$ cat src/rtl/serial_subtractor.sv
// serial_subtractor: bit-serial unsigned A - B, one bit per clock, LSB first.
// Latency: start accepted at edge N -> WIDTH busy cycles, done pulse in the following FIN cycle.
// Backpressure: start is ignored while busy; a new start is accepted in IDLE or FIN (no queuing).
// Optional feature macro: SUB_OVERFLOW_EN adds a registered two's-complement overflow output.
module serial_subtractor #(
    parameter int WIDTH = 8    // operand/result width, legal range 2..32
) (
    input  logic             clk,
    input  logic             rst_n,
    input  logic             start,
    input  logic [WIDTH-1:0] a,
    input  logic [WIDTH-1:0] b,
    output logic             busy,
    output logic             done,
    output logic [WIDTH-1:0] diff,
    output logic             borrow_out
`ifdef SUB_OVERFLOW_EN
    ,
    output logic             overflow
`endif
);

    // Bit counter only needs to reach WIDTH-1.
    localparam int CW = (WIDTH > 2) ? $clog2(WIDTH) : 1;
    localparam logic [CW-1:0] CNT_LAST = CW'(WIDTH - 1);
    localparam logic [CW-1:0] CNT_ONE  = CW'(1);

    typedef enum logic [1:0] {
        S_IDLE  = 2'd0,
        S_SHIFT = 2'd1,
        S_FIN   = 2'd2
    } state_t;

    state_t           r_state;
    state_t           w_state_nxt;

    // Operand shift registers, borrow flop, internal accumulator and bit counter.
    logic [WIDTH-1:0] r_a;
    logic [WIDTH-1:0] r_b;
    logic [WIDTH-1:0] r_acc;
    logic             r_borrow;
    logic [CW-1:0]    r_cnt;

    // Registered results presented on the ports.
    logic [WIDTH-1:0] r_diff;
    logic             r_borrow_out;

    // Control decode.
    logic             w_accept;
    logic             w_shift;
    logic             w_last;

    // Half-subtractor-plus-borrow cell.
    logic             w_ai;
    logic             w_bi;
    logic             w_d;
    logic             w_bout;
    logic [WIDTH-1:0] w_acc_nxt;

`ifdef SUB_OVERFLOW_EN
    logic             r_a_msb;
    logic             r_b_msb;
    logic             r_overflow;
`endif

    assign w_last    = (r_cnt == CNT_LAST);
    assign w_ai      = r_a[0];
    assign w_bi      = r_b[0];
    assign w_d       = w_ai ^ w_bi ^ r_borrow;
    assign w_bout    = (~w_ai & w_bi) | (~(w_ai ^ w_bi) & r_borrow);
    // Result bits enter from the MSB side so after WIDTH shifts bit 0 sits at the bottom.
    assign w_acc_nxt = {w_d, r_acc[WIDTH-1:1]};

    assign diff       = r_diff;
    assign borrow_out = r_borrow_out;
`ifdef SUB_OVERFLOW_EN
    assign overflow   = r_overflow;
`endif

    // State register.
    always_ff @(posedge clk or negedge rst_n) begin
        if (!rst_n) begin
            r_state <= S_IDLE;
        end else begin
            r_state <= w_state_nxt;
        end
    end

    // Next-state and handshake outputs; FIN accepts a new start just like IDLE.
    always_comb begin
        w_state_nxt = r_state;
        busy        = 1'b0;
        done        = 1'b0;
        w_accept    = 1'b0;
        w_shift     = 1'b0;
        case (r_state)
            S_IDLE: begin
                if (start) begin
                    w_accept    = 1'b1;
                    w_state_nxt = S_SHIFT;
                end
            end
            S_SHIFT: begin
                busy    = 1'b1;
                w_shift = 1'b1;
                if (w_last) begin
                    w_state_nxt = S_FIN;
                end
            end
            S_FIN: begin
                done = 1'b1;
                if (start) begin
                    w_accept    = 1'b1;
                    w_state_nxt = S_SHIFT;
                end else begin
                    w_state_nxt = S_IDLE;
                end
            end
            default: begin
                w_state_nxt = S_IDLE;
            end
        endcase
    end

    // Operand load on accept, then one bit per cycle through the subtract cell.
    always_ff @(posedge clk or negedge rst_n) begin
        if (!rst_n) begin
            r_a      <= '0;
            r_b      <= '0;
            r_acc    <= '0;
            r_borrow <= 1'b0;
            r_cnt    <= '0;
        end else if (w_accept) begin
            r_a      <= a;
            r_b      <= b;
            r_acc    <= '0;
            r_borrow <= 1'b0;
            r_cnt    <= '0;
        end else if (w_shift) begin
            r_a      <= {1'b0, r_a[WIDTH-1:1]};
            r_b      <= {1'b0, r_b[WIDTH-1:1]};
            r_acc    <= w_acc_nxt;
            r_borrow <= w_bout;
            r_cnt    <= r_cnt + CNT_ONE;
        end
    end

    // Results only move on the last shift edge so the previous answer stays stable meanwhile.
    always_ff @(posedge clk or negedge rst_n) begin
        if (!rst_n) begin
            r_diff       <= '0;
            r_borrow_out <= 1'b0;
        end else if (w_shift && w_last) begin
            r_diff       <= w_acc_nxt;
            r_borrow_out <= w_bout;
        end
    end

`ifdef SUB_OVERFLOW_EN
    // Signed overflow: operand signs differ and the result sign differs from the minuend's.
    always_ff @(posedge clk or negedge rst_n) begin
        if (!rst_n) begin
            r_a_msb    <= 1'b0;
            r_b_msb    <= 1'b0;
            r_overflow <= 1'b0;
        end else if (w_accept) begin
            r_a_msb    <= a[WIDTH-1];
            r_b_msb    <= b[WIDTH-1];
        end else if (w_shift && w_last) begin
            r_overflow <= (r_a_msb != r_b_msb) && (w_d != r_a_msb);
        end
    end
`endif

endmodule

$ cat config.mk
export PLATFORM = sky130hd
export DESIGN_NAME = serial_subtractor
export DESIGN_NICKNAME = d
export VERILOG_FILES = /design/src/rtl/serial_subtractor.sv
export SDC_FILE = /design/constraint.sdc
export NUM_CORES = 1
export LEC_CHECK = 0
export BUFFER_PORTS_ARGS = -buffer_cell sky130_fd_sc_hd__buf_2
export CORE_MARGIN = 3
export CORE_UTILIZATION = 26
export CTS_BUF_LIST = sky130_fd_sc_hd__clkbuf_16
export CTS_CLUSTER_DIAMETER = 50
export DETAILED_ROUTE_END_ITERATION = 16
export SYNTH_ARGS = -nofsm -noshare
export SYNTH_HDL_FRONTEND = slang
export SYNTH_SLANG_ARGS = --single-unit
$ cat constraint.sdc
create_clock -name clk -period 4.3 [get_ports clk]
set_clock_uncertainty 0.2 [all_clocks]
set_input_delay 0.215 -clock clk [delete_from_list [all_inputs] [get_ports clk]]
set_output_delay 0.215 -clock clk [all_outputs]
set_load 0.005 [all_outputs]
**Yosys cells after proc, flatten, opt, wreduce, memory -nomap -nowiden**

Cells that the tools add are included.

- Output and inout port bits: 11
- Bits in registers: 39

- $add $sub $neg: 1
- Multiplexer cells: 18
- Equal/unequal tests: 5
- Reduce and logical (&&, ||, !) cells: 5
- Bitwise operators: 7

Operator list:

| operator | count |
|---|---|
| 8-bit two-way mux | 6 |
| 1-bit two-way mux | 7 |
| 3-bit two-way mux | 2 |
| 2-bit one-hot mux with 3 select lines | 1 |
| 2-bit two-way mux | 2 |
| 2-bit inequality test, second input constant | 2 |
| 3-bit by 1-bit adder with 3-bit output, second input constant | 1 |
| 3-bit equality test, second input constant | 1 |
| 1-bit AND | 2 |
| 2-bit by 1-bit equality test with 1-bit output, second input constant | 1 |
| 2-bit equality test, second input constant | 1 |
| 2-bit logical NOT | 1 |
| 1-bit inverter | 2 |
| 2-bit AND reduction | 1 |
| 2-bit nonzero test | 1 |
| 2-bit OR reduction | 1 |
| 1-bit XOR | 2 |
| 1-bit logical AND | 1 |
| 1-bit OR | 1 |

**Longest topological paths before layout**

Gate-level depths: netlist (run 1).

- Depth after elaboration: 6
- Gate-level depth with buffers: 6
- Depth with buffers taken out: 5

**Worst setup path before layout (run 1)**

No wires, ideal clock.

- Path kind: reg-to-reg
- Start point: register r_cnt[0]
- End point: register r_diff[1] (netlist: diff[1])
- Buffers on the path: 1
- Setup time: 128 ps
- Period minus slack after synthesis: 1696 ps
- Arrival: 1368 ps
- Slack: 2604 ps
- Cell stages (with the launch flop): 6
- Cells stage by stage: dfrtp_1 ha_1 ha_1 nand3b_1 buf_2 mux2_1

- Word-level cells in the longest chain between the ends: 2

Ends and longest elaborated chain:

| what | line | source |
|---|---|---|
| start: declaration | 42 | `logic [CW-1:0] r_cnt;` |
| start signal: assignment | 144 | `r_cnt <= r_cnt + CNT_ONE;` |
| 3-bit equality test | 66 | `assign w_last = (r_cnt == CNT_LAST);` |
| 1-bit logical AND | 153 | `end else if (w_shift && w_last) begin` |
| end signal: assignment | 154 | `r_diff <= w_acc_nxt;` |
| end: declaration | 45 | `logic [WIDTH-1:0] r_diff;` |

No other way between the ends.
A chain may end at the register's enable or synchronous reset.

**Worst setup path after layout (run 1)**

- Start point: register r_state[1]
- End point: output port busy

- Word-level cells in the longest chain between the ends: 2

Ends and longest elaborated chain:

| what | line | source |
|---|---|---|
| start: declaration | 34 | `state_t r_state;` |
| start signal: assignment | 85 | `r_state <= w_state_nxt;` |
| 2-bit by 1-bit equality test with 1-bit output | 96 | `case (r_state)` |
| 1-bit two-way mux | 96 |  |
| end: declaration | 13 | `output logic busy,` |

No other way between the ends.

==> insert_results.sql, run 1 <==
INSERT INTO impl_metrics (metric_group, metric, value, unit) VALUES
('sta', 'final-setup-viol-count', '0', ''),
('clock_network', 'ctsLongestPathBuffers', '2', ''),
('global_route', 'grt_max_degree', '39', ''),
('worst_setup_path', 'cp.arrival', '1.73', 'ns'),
('worst_setup_path', 'regToRegEndpoint', 'r_cnt[0]', ''),
('drt', 'ant_nets', '0', ''),
('worst_hold_path', 'hold-path-cell-count', '3', ''),
('worst_setup_path', 'worst_r2r_path_depth', '3', ''),
('synthesis', 'yosysWarningCount', '0', ''),
('outcome', 'status', 'completed', ''),
('placement', 'preCtsSetupSlack', '2.34', 'ns'),
('synthesis', 'synthesis.area', '1590', 'sq um'),
('synthesis', 'synthesis.nets', '154', ''),
('synthesis', 'synth_cells', '132', ''),
('worst_setup_path', 'reg2reg_setup_slack', '2.35', 'ns'),
('die', 'start_util', '27.9', '%'),
('synthesis', 'synthTopCellsByCount', 'sky130_fd_sc_hd__dfrtp_1, sky130_fd_sc_hd__a21oi_1, sky130_fd_sc_hd__inv_1', ''),
('sta', 'timing.slew.headroom', '44.9', '%'),
('final_layout', 'fin_nets', '189', ''),
('synthesis', 'muxShareOfSynthArea', '9.73', '%'),
('drt', 'route.detailed.wl_per_inst', '13.3', 'microns'),
('worst_setup_path', 'required_time_of_the_worst_setup_path', '3.88', 'ns'),
('die', 'std_cell_rows', '27', ''),
('sta', 'timing_worst_slew_pin_value', '0.826', 'ns'),
('power_and_ir_drop', 'clock_power_share', '24.5', '%'),
('placement', 'dp.final_hpwl', '2.14', 'mm'),
('worst_hold_path', 'worstHoldEndpoint', 'r_a[6]', ''),
('worst_hold_path', 'worstHoldPathType', 'in -> reg', ''),
('synthesis', 'synth.area.top_cells', 'sky130_fd_sc_hd__dfrtp_1, sky130_fd_sc_hd__mux2_1, sky130_fd_sc_hd__a22o_1', ''),
('die', 'fp.dieW', '84.3', 'microns'),
('die', 'core', '5710', 'sq um'),
('drt', 'detail_route.first_pass.iterations', '4', ''),
('power_and_ir_drop', 'p_int', '0.956', 'mW'),
('worst_setup_path', 'timing.critical_path.fanout_max', '14', ''),
('clock_network', 'tritoncts.num_buffers', '5', ''),
('power_and_ir_drop', 'combPwrFrac', '31.1', '%'),
('placement', 'postPlaceCellArea', '1790', 'sq um'),
('synthesis', 'synth-simple-area-share', '3.53', '%'),
('synthesis', 'post_synth_fa_ha_maj_area_fraction', '2.83', '%'),
('sta', 'timing.setup.tns', '0', 'ns'),
('synthesis', 'synth.distinct_cells', '23', ''),
('synthesis', 'main_combinational_cell_family_by_area_after_synthesis', 'compound AO/OA/AOI/OAI gates', ''),
('drt', 'detail_route.vias_per_cell', '4.62', ''),
('synthesis', 'ys_seq_elements', '38', ''),
('sta', 'hold_viol', '0', ''),
('synthesis', 'syn_avg_cell_area', '12.1', 'sq um'),
('sta', 'final.min_clock_period', '2.15', 'ns'),
('worst_setup_path', 'worst_setup_sp_type', 'flop', ''),
('sta', 'worst_setup_slack_final', '2.15', 'ns'),
('worst_setup_path', 'crit-reg2reg-launch', 'r_state[0]', ''),
('sta', 'min_period_over_period', '50.0', '%'),
('final_layout', 'n_antenna_cell', '0', ''),
('power_and_ir_drop', 'power_switching_share', '32.8', '%'),
('worst_setup_path', 'cp-end-kind', 'output pin', ''),
('die', 'dieArea', '7110', 'sq um'),
('clock_network', 'clkTransAtPathRegs', '0.06', 'ns'),
('die', 'floorplan.io_pins', '30', ''),
('worst_hold_path', 'worstHoldStart', 'a[6]', ''),
('final_layout', 'post-route-cell-area', '1990', 'sq um'),
('drt', 'drt_drc_violations_left', '0', ''),
('job', 'cap_violations', '0', ''),
('power_and_ir_drop', 'sequentialPowerShare', '44.4', '%'),
('global_route', 'globalRouteOverflowTotal', '0', ''),
('power_and_ir_drop', 'power.leakage', '0.980', 'nW'),
('placement', 'gp_congestion', '0.721', ''),
('worst_setup_path', 'critical_path_class', 'reg -> out', ''),
('synthesis', 'synth_enable_flop_cells', '0', ''),
('clock_network', 'htree_num_levels', '2', ''),
('drt', 'vias', '1108', ''),
('placement', 'port_buffers', '29', ''),
('die', 'die-height', '84.3', 'microns');
[power groups by stage]
stage | combinational [mW] | clock, mW | sequential [mW]
final | 0.443 | 0.349 | 0.632
after global routing | 0.507 | 0.378 | 0.656
after CTS | 0.455 | 0.361 | 0.633
after detailed placement | 0.448 | 0 | 0.638
after global placement | 0.439 | 0 | 0.632
after floorplan | 0.345 | 0 | 0.599
[layout make-up]
cell class | instances | area [sq um]
Inverter | 16 | 60.1
Clock inverter | 3 | 16.3
Tap cell | 72 | 90.1
Timing Repair Buffer | 35 | 205
Clock buffer | 5 | 125
Sequential cell | 38 | 951
Fill cell | 583 | 3720
Multi-Input combinational cell | 71 | 544
[worst max path at each step]
stage,start,to,slack (ns)
final,r_state[1],busy,2.15
after global routing,r_state[1],busy,2.02
after CTS,r_state[1],busy,2.12
after detailed placement,r_cnt[0],diff[6],2.34
after global placement,r_cnt[0],diff[5],2.37
after floorplan,r_cnt[0],diff[1],2.60
[sequential cells by signal (all words and copies together) (netlist names)]
register    flops
borrow_out      1
diff            8
r_a             8
r_acc           7
r_b             8
r_borrow        1
r_cnt           3
r_state         2
[metal layers]
metal | global-route usage (%) | part of all wire [%]
met4 | 4.82 | 2.1
met5 | 0 | 0
met2 | 13.7 | 44
met3 | 4.61 | 5.2
met1 | 13.0 | 49
[cell families (layout without fill, tap and decap cells)]
| logic type | after synthesis | after routing |
|---|---|---|
| AOI/OAI and AO/OA | 44 | 44 |
| adders and majority gates | 3 | 3 |
| buffers and inverters | 23 | 59 |
| DFF | 38 | 38 |
| muxes | 14 | 14 |
| and+or+nand+nor | 10 | 10 |
[critical path, stage by stage, from the launching register on]
cell	delay [ns]
sky130_fd_sc_hd__dfrtp_1	0.57
sky130_fd_sc_hd__nand2b_1	0.54
sky130_fd_sc_hd__inv_2	0.17
sky130_fd_sc_hd__buf_2	0.17
[repair_timing]
action | CTS | global route
hold endpoints to repair | 43 | 0
hold buffers | 6 | 0
buffers inserted | 0 | 0
[through the flow]
stage	util, %	hold slack [ns]	total power, mW	cells
detailed placement	31.4	0.163	1.09	226
floorplan	-	-0.281	0.944	132
global placement	31.4	0.168	1.07	226
global route	34.9	0.0139	1.54	240
CTS	34.9	0.00524	1.45	240
finish	34.9	0.0126	1.42	240
[layout by cell type (no fill, tap or decap), drive strengths merged, types with 2 or more instances in the layout]
| master | count |
|---|---|
| dfrtp | 38 |
| buf | 29 |
| inv | 16 |
| a21oi | 14 |
| o22ai | 12 |
| a22o | 12 |
| mux2 | 12 |
| dlygate4sd3 | 6 |
| clkbuf | 5 |
| nor2b | 4 |
| o21ai | 3 |
| nand2b | 2 |
| nand2 | 2 |
| mux2i | 2 |
| a211oi | 2 |
| ha | 2 |
| clkinv | 2 |
Power figures use the tool's default switching activity.
==> run 2, diff against run 1 <==
==> constraint.sdc (replaced) <==
create_clock -name clk -period 2.2 [get_ports clk]
set_clock_uncertainty 0.2 [all_clocks]
set_input_delay 0.11 -clock clk [delete_from_list [all_inputs] [get_ports clk]]
set_output_delay 0.11 -clock clk [all_outputs]
set_load 0.005 [all_outputs]
==> insert_results.sql, run 2 (same netlist as run 1, synthesis figures left out) <==
INSERT INTO impl_metrics (metric_group, metric, value, unit) VALUES
('drt', 'detail_route.vias_per_cell', '4.63', ''),
('worst_setup_path', 'reg2reg_setup_slack', '0.37', 'ns'),
('clock_network', 'tritoncts.num_buffers', '5', ''),
('power_and_ir_drop', 'p_int', '2.03', 'mW'),
('worst_hold_path', 'worstHoldPathType', 'in -> reg', ''),
('worst_setup_path', 'worst_setup_sp_type', 'flop', ''),
('sta', 'min_period_over_period', '83.4', '%'),
('clock_network', 'clock_latency', '0.27', 'ns'),
('worst_setup_path', 'count_of_buffering_cells_on_the_critical_path_with_inverters_included', '1', ''),
('worst_setup_path', 'cp_top_family', 'flip-flops', ''),
('sta', 'final_max_slew_viol_count', '0', ''),
('clock_network', 'ctsLongestPathBuffers', '2', ''),
('final_layout', 'most-common-layout-cells', 'sky130_fd_sc_hd__dfrtp_1, sky130_fd_sc_hd__buf_2, sky130_fd_sc_hd__dlygate4sd3_1', ''),
('sta', 'timing.slew.headroom', '43.3', '%'),
('power_and_ir_drop', 'power.leakage', '1.07', 'nW'),
('worst_setup_path', 'required_time_of_the_worst_setup_path', '2.15', 'ns'),
('sta', 'final.min_clock_period', '1.83', 'ns'),
('sta', 'timing_worst_slew_pin_value', '0.850', 'ns'),
('final_layout', 'fin_nets', '205', ''),
('sta', 'hold_viol', '0', ''),
('global_route', 'number_of_antenna_violations_at_the_first_check_in_global_routing', '0', ''),
('die', 'die-height', '84.3', 'microns'),
('power_and_ir_drop', 'sequentialPowerShare', '41.3', '%'),
('final_layout', 'flow.area_growth_from_synthesis', '35.6', '%'),
('clock_network', 'post_cts_resized', '0', ''),
('worst_setup_path', 'worstPathCellList', 'nor2_1 > a21o_1 > buf_4 > a21oi_1', ''),
('power_and_ir_drop', 'vdd_ir_drop_max', '0.000519', 'V'),
('worst_setup_path', 'cp_max_stage_cell', 'sky130_fd_sc_hd__dfrtp_1', ''),
('power_and_ir_drop', 'combPwrFrac', '32.0', '%'),
('placement', 'dp.final_hpwl', '2.23', 'mm'),
('final_layout', 'fraction_of_final_layout_cells_sized_beyond_drive_strength_1', '23.4', '%'),
('power_and_ir_drop', 'power.net_switching', '0.912', 'mW'),
('worst_setup_path', 'crit-reg2reg-launch', 'r_state[0]', ''),
('power_and_ir_drop', 'power.total', '2.94', 'mW'),
('worst_setup_path', 'slowest_delay', '0.51', 'ns'),
('worst_setup_path', 'worst_r2r_path_depth', '4', ''),
('die', 'start_util', '27.9', '%'),
('global_route', 'grt_max_degree', '39', ''),
('sta', 'grt_setup_unrepaired', 'false', ''),
('drt', 'ant_nets', '0', ''),
('global_route', 'grt_pass1_wl', '5.81', 'mm'),
('drt', 'finalWirelength', '3.33', 'mm'),
('worst_hold_path', 'worstHoldEndpoint', 'r_a[0]', ''),
('die', 'core', '5710', 'sq um'),
('clock_network', 'htree_num_levels', '2', ''),
('clock_network', 'clock-sinks', '38', ''),
('worst_hold_path', 'hold-path-cell-count', '3', ''),
('die', 'floorplan.io_pins', '30', ''),
('sta', 'timing.setup.tns', '0', 'ns'),
('worst_setup_path', 'regToRegEndpoint', 'r_b[4]', ''),
('worst_setup_path', 'cp-end-kind', 'flop', ''),
('sta', 'final-setup-viol-count', '0', ''),
('placement', 'gp_congestion', '0.686', ''),
('global_route', 'globalRouteOverflowTotal', '0', ''),
('die', 'std_cell_rows', '27', ''),
('outcome', 'status', 'completed', ''),
('worst_setup_path', 'cp.arrival', '1.79', 'ns'),
('power_and_ir_drop', 'power_switching_share', '31.0', '%'),
('die', 'dieArea', '7110', 'sq um'),
('power_and_ir_drop', 'power_per_standard_cell_area', '1360', 'nW/um^2'),
('placement', 'port_buffers', '29', ''),
('final_layout', 'final_common_cell', 'sky130_fd_sc_hd__dfrtp_1', ''),
('final_layout', 'n_fill_cell', '549', ''),
('clock_network', 'tritoncts', 'done', ''),
('worst_setup_path', 'timing.critical_path.fanout_max', '14', ''),
('worst_hold_path', 'worstHoldStart', 'start', ''),
('worst_setup_path', 'critical_path_class', 'reg -> reg', ''),
('final_layout', 'register_area', '951', 'sq um'),
('drt', 'detail_route.first_pass.iterations', '4', ''),
('sta', 'max_freq', '545', 'MHz'),
('clock_network', 'clock-root-buffer', 'sky130_fd_sc_hd__clkbuf_16', ''),
('power_and_ir_drop', 'clock_power_share', '26.7', '%'),
('drt', 'drt_first_iter_violations', '21', ''),
('die', 'fp.dieW', '84.3', 'microns'),
('drt', 'vias', '1185', ''),
('global_route', 'first_global_vias', '1183', ''),
('job', 'cap_violations', '0', ''),
('final_layout', 'combined_area_of_the_multi_input_logic_cells', '544', 'sq um'),
('global_route', 'globalRouteTotalUtil', '10.2', '%'),
('drt', 'route.detailed.wl_per_inst', '13.0', 'microns'),
('clock_network', 'clkTransAtPathRegs', '0.05', 'ns'),
('final_layout', 'n_antenna_cell', '0', ''),
('drt', 'drt_drc_violations_left', '0', '');
run 2: changes by cell type in the layout (fill, tap and decap cells not counted), sizes merged:
cell / delta
dlygate4sd3: +11
clkinvlp: -1
clkinv: -2
inv: +2
buf: +5
bufinv: +1
run 2: power by group through the flow:
stage	sequential [mW]	combinational, mW	clock, mW
2_1_floorplan	1.17	0.674	0
3_3_place_gp	1.22	0.907	0
3_5_place_dp	1.23	0.934	0
4_1_cts	1.22	0.961	0.814
5_1_grt	1.27	1.07	0.851
6_report	1.22	0.942	0.784
run 2: how the worst max path moves through the flow:
stage | slack [ns] | start | to | depth (start not counted)
final | 0.37 | r_state[0] | r_b[4] | 4
after global routing | 0.24 | r_state[0] | r_b[4] | 4
after CTS | 0.35 | r_cnt[1] | diff[1] | 4
after detailed placement | 0.36 | r_cnt[0] | diff[1] | 4
after global placement | 0.38 | r_state[0] | r_a[7] | 4
after floorplan | 0.50 | r_cnt[0] | diff[1] | 5
run 2: final cells by class:
| class | count | area share (%) |
|---|---|---|
| Multi-Input combinational cell | 71 | 25.2 |
| Clock inverter | 3 | 1.74 |
| Sequential cell | 38 | 44.0 |
| Inverter | 16 | 2.78 |
| Clock buffer | 5 | 5.79 |
| Tap cell | 72 | 4.17 |
| Timing Repair Buffer | 51 | 16.3 |
run 2: stage by stage:
step,cell area [sq um],instances,worst slack [ns],util (%),hold slack (ns)
floorplan,1590,132,0.504,-,-0.386
global placement,1830,231,0.382,32.0,0.0600
detailed placement,1830,231,0.355,32.0,0.0672
CTS,2160,256,0.353,37.8,0.00681
global route,2160,256,0.242,37.8,0.0286
finish,2160,256,0.366,37.8,0.00715
run 2: worst register-to-register path: cells and delay by family, from the launching register on:
| family | cells | cell delay [ns] |
|---|---|---|
| flops | 1 | 0.51 |
| simple gates | 1 | 0.38 |
| compound gates | 2 | 0.37 |
| buf+inv | 1 | 0.25 |
run 2: routing by layer:
layer | vias to the layer above | part of all wire (%) | wire length (microns) | track usage (%)
met1 | 579 | 47 | 1570 | 13.7
met4 | 0 | 0.39 | 13 | 2.19
met3 | 2 | 5.0 | 166 | 4.32
met2 | 33 | 47 | 1570 | 15.4
li1 | 571 | - | - | -
met5 | - | 0 | 0 | 0
run 2: repair_timing:
item,4_1_cts,5_1_grt
hold buffers,17,0
buffers inserted,0,0
hold endpoints to repair,54,0
==> run 3, diff against run 2 <==
==> constraint.sdc (replaced) <==
create_clock -name clk -period 1.7 [get_ports clk]
set_clock_uncertainty 0.2 [all_clocks]
set_input_delay 0.085 -clock clk [delete_from_list [all_inputs] [get_ports clk]]
set_output_delay 0.085 -clock clk [all_outputs]
set_load 0.005 [all_outputs]
==> insert_results.sql, run 3 (same netlist as run 1, synthesis figures left out) <==
INSERT INTO impl_metrics (metric_group, metric, value, unit) VALUES
('job', 'cap_violations', '0', ''),
('placement', 'port_buffers', '29', ''),
('global_route', 'grt_pass1_wl', '5.73', 'mm'),
('final_layout', 'fraction_of_final_layout_cells_sized_beyond_drive_strength_1', '29.7', '%'),
('worst_setup_path', 'path_common_cell', 'sky130_fd_sc_hd__ha_2', ''),
('global_route', 'number_of_antenna_violations_at_the_first_check_in_global_routing', '0', ''),
('power_and_ir_drop', 'p_int', '2.73', 'mW'),
('clock_network', 'clock-root-buffer', 'sky130_fd_sc_hd__clkbuf_16', ''),
('power_and_ir_drop', 'combPwrFrac', '33.9', '%'),
('placement', 'gp_congestion', '0.698', ''),
('global_route', 'globalRouteTotalUtil', '10.3', '%'),
('worst_hold_path', 'worstHoldPathType', 'in -> async', ''),
('worst_setup_path', 'slowest_delay', '0.39', 'ns'),
('final_layout', 'final_common_cell', 'sky130_fd_sc_hd__dfrtp_1', ''),
('drt', 'ant_nets', '0', ''),
('power_and_ir_drop', 'sequentialPowerShare', '40.1', '%'),
('die', 'core', '5710', 'sq um'),
('worst_setup_path', 'worst_r2r_path_depth', '5', ''),
('die', 'dieArea', '7110', 'sq um'),
('power_and_ir_drop', 'power_per_standard_cell_area', '1730', 'nW/um^2'),
('sta', 'max_freq', '600', 'MHz'),
('clock_network', 'clock-sinks', '38', ''),
('power_and_ir_drop', 'power.net_switching', '1.18', 'mW'),
('worst_setup_path', 'setup.worst_path.start', 'r_cnt[1]', ''),
('worst_setup_path', 'required_time_of_the_worst_setup_path', '1.66', 'ns'),
('die', 'std_cell_rows', '27', ''),
('global_route', 'grt_max_degree', '39', ''),
('worst_setup_path', 'crit-reg2reg-launch', 'r_cnt[1]', ''),
('drt', 'drt_drc_violations_left', '0', ''),
('power_and_ir_drop', 'power.leakage', '1.12', 'nW'),
('sta', 'hold_viol', '0', ''),
('clock_network', 'htree_num_levels', '2', ''),
('global_route', 'globalRouteOverflowTotal', '0', ''),
('die', 'start_util', '27.9', '%'),
('power_and_ir_drop', 'power_switching_share', '30.3', '%'),
('final_layout', 'flow.area_growth_from_synthesis', '41.6', '%'),
('final_layout', 'final_core_util', '39.5', '%'),
('sta', 'timing_worst_slew_pin_value', '0.482', 'ns'),
('outcome', 'status', 'completed', ''),
('drt', 'route.detailed.wl_per_inst', '12.4', 'microns'),
('clock_network', 'tritoncts.num_buffers', '5', ''),
('worst_setup_path', 'worstPathCellList', 'ha_2 > ha_2 > nand3b_1 > buf_12 > mux2_1', ''),
('power_and_ir_drop', 'vdd_ir_drop_max', '0.000741', 'V'),
('drt', 'detail_route.first_pass.iterations', '4', ''),
('final_layout', 'fin_nets', '213', ''),
('die', 'fp.dieW', '84.3', 'microns'),
('worst_setup_path', 'regToRegEndpoint', 'diff[3]', ''),
('worst_setup_path', 'critical_path_class', 'reg -> reg', ''),
('power_and_ir_drop', 'power.total', '3.91', 'mW'),
('sta', 'timing.slew.headroom', '67.9', '%'),
('sta', 'grt_setup_unrepaired', 'true', ''),
('drt', 'finalWirelength', '3.27', 'mm'),
('drt', 'detail_route.vias_per_cell', '4.56', ''),
('worst_setup_path', 'worst_setup_sp_type', 'flop', ''),
('worst_setup_path', 'reg2reg_setup_slack', '0.03', 'ns'),
('sta', 'final.min_clock_period', '1.67', 'ns'),
('die', 'die-height', '84.3', 'microns'),
('worst_setup_path', 'cp.arrival', '1.62', 'ns'),
('worst_setup_path', 'cp-end-kind', 'flop', ''),
('clock_network', 'cts.repair_timing.setup_buffer_count', '0', ''),
('worst_setup_path', 'cp_max_stage_cell', 'sky130_fd_sc_hd__dfrtp_1', ''),
('clock_network', 'ctsLongestPathBuffers', '2', ''),
('final_layout', 'n_antenna_cell', '0', ''),
('drt', 'vias', '1203', ''),
('worst_setup_path', 'timing.critical_path.fanout_max', '11', ''),
('clock_network', 'clkTransAtPathRegs', '0.06', 'ns'),
('final_layout', 'most-common-layout-cells', 'sky130_fd_sc_hd__dfrtp_1, sky130_fd_sc_hd__buf_2, sky130_fd_sc_hd__dlygate4sd3_1', ''),
('drt', 'drt_first_iter_violations', '26', ''),
('clock_network', 'clock_latency', '0.28', 'ns'),
('global_route', 'first_global_vias', '1216', ''),
('power_and_ir_drop', 'clock_power_share', '26.0', '%'),
('worst_setup_path', 'setup.worst_path.end', 'diff[3]', ''),
('placement', 'dp.final_hpwl', '2.11', 'mm'),
('sta', 'final-setup-viol-count', '0', ''),
('clock_network', 'tritoncts', 'done', ''),
('die', 'floorplan.io_pins', '30', ''),
('sta', 'final_max_slew_viol_count', '0', ''),
('sta', 'min_period_over_period', '98.1', '%');
-- run 3: cell count changes in the layout (fill, tap and decap cells not counted), sizes merged --
cell | before | now
buf | 34 | 41
dlygate4sd3 | 17 | 18
-- run 3: how the worst min path moves through the flow --
stage / from / end / cells past startpoint
after detailed placement: rst_n / diff[4] / 2
after global routing: rst_n / r_acc[2] / 3
final: rst_n / diff[3] / 3
after CTS: rst_n / r_b[0] / 3
after floorplan: rst_n / borrow_out / 0
after global placement: rst_n / diff[3] / 2
-- run 3: per-layer routing --
metal | vias to the layer above | routed length, microns | track usage, %
met4 | 0 | 57 | 5.26
met3 | 4 | 157 | 3.53
met1 | 584 | 1580 | 13.3
li1 | 588 | - | -
met5 | - | 0 | 0
met2 | 27 | 1480 | 15.1
-- run 3: timing repair --
| item | 4_1_cts | 5_1_grt |
|---|---|---|
| hold buffers | 18 | 0 |
| endpoints found under the hold margin | 54 | 0 |
| gates resized for setup | 1 | 6 |
| cloned | 0 | 0 |
| endpoints found under the setup margin | 8 | 9 |
-- run 3: power by group through the flow --
stage | Clock (mW) | Sequential (mW) | Combinational [mW]
6_report | 1.02 | 1.57 | 1.33
5_1_grt | 1.09 | 1.62 | 1.51
3_5_place_dp | 0 | 1.58 | 1.26
4_1_cts | 1.05 | 1.57 | 1.31
3_3_place_gp | 0 | 1.57 | 1.25
2_1_floorplan | 0 | 1.52 | 0.872
-- run 3: per-stage QoR --
step           TNS (ns)  instance area [sq um]  hold slack (ns)  setup slack, ns  instances
2_1_floorplan         0                   1590           -0.411          0.00434        132
3_3_place_gp          0                   1890          -0.0356           0.0390        238
3_5_place_dp          0                   1890          -0.0308          0.00126        238
4_1_cts               0                   2240            0.209           0.0158        264
5_1_grt         -0.0744                   2260            0.256          -0.0202        264
6_report              0                   2260            0.193           0.0324        264
-- run 3: final cells by class --
type	count	area [sq um]
fillers	562	3450
flip-flops and latches	38	951
multi-input cells	71	566
repair buffers	59	428
clock buffers	5	125
well taps	72	90.1
inverters	16	60.1
clock inverters	3	37.5
-- run 3: critical path: cells and delay by family (launching register included) --
family,cells,cell delay (ns)
DFF,1,0.39
adders and majority gates,2,0.35
muxes,1,0.32
and+or+nand+nor,1,0.12
buffers and inverters,1,0.16
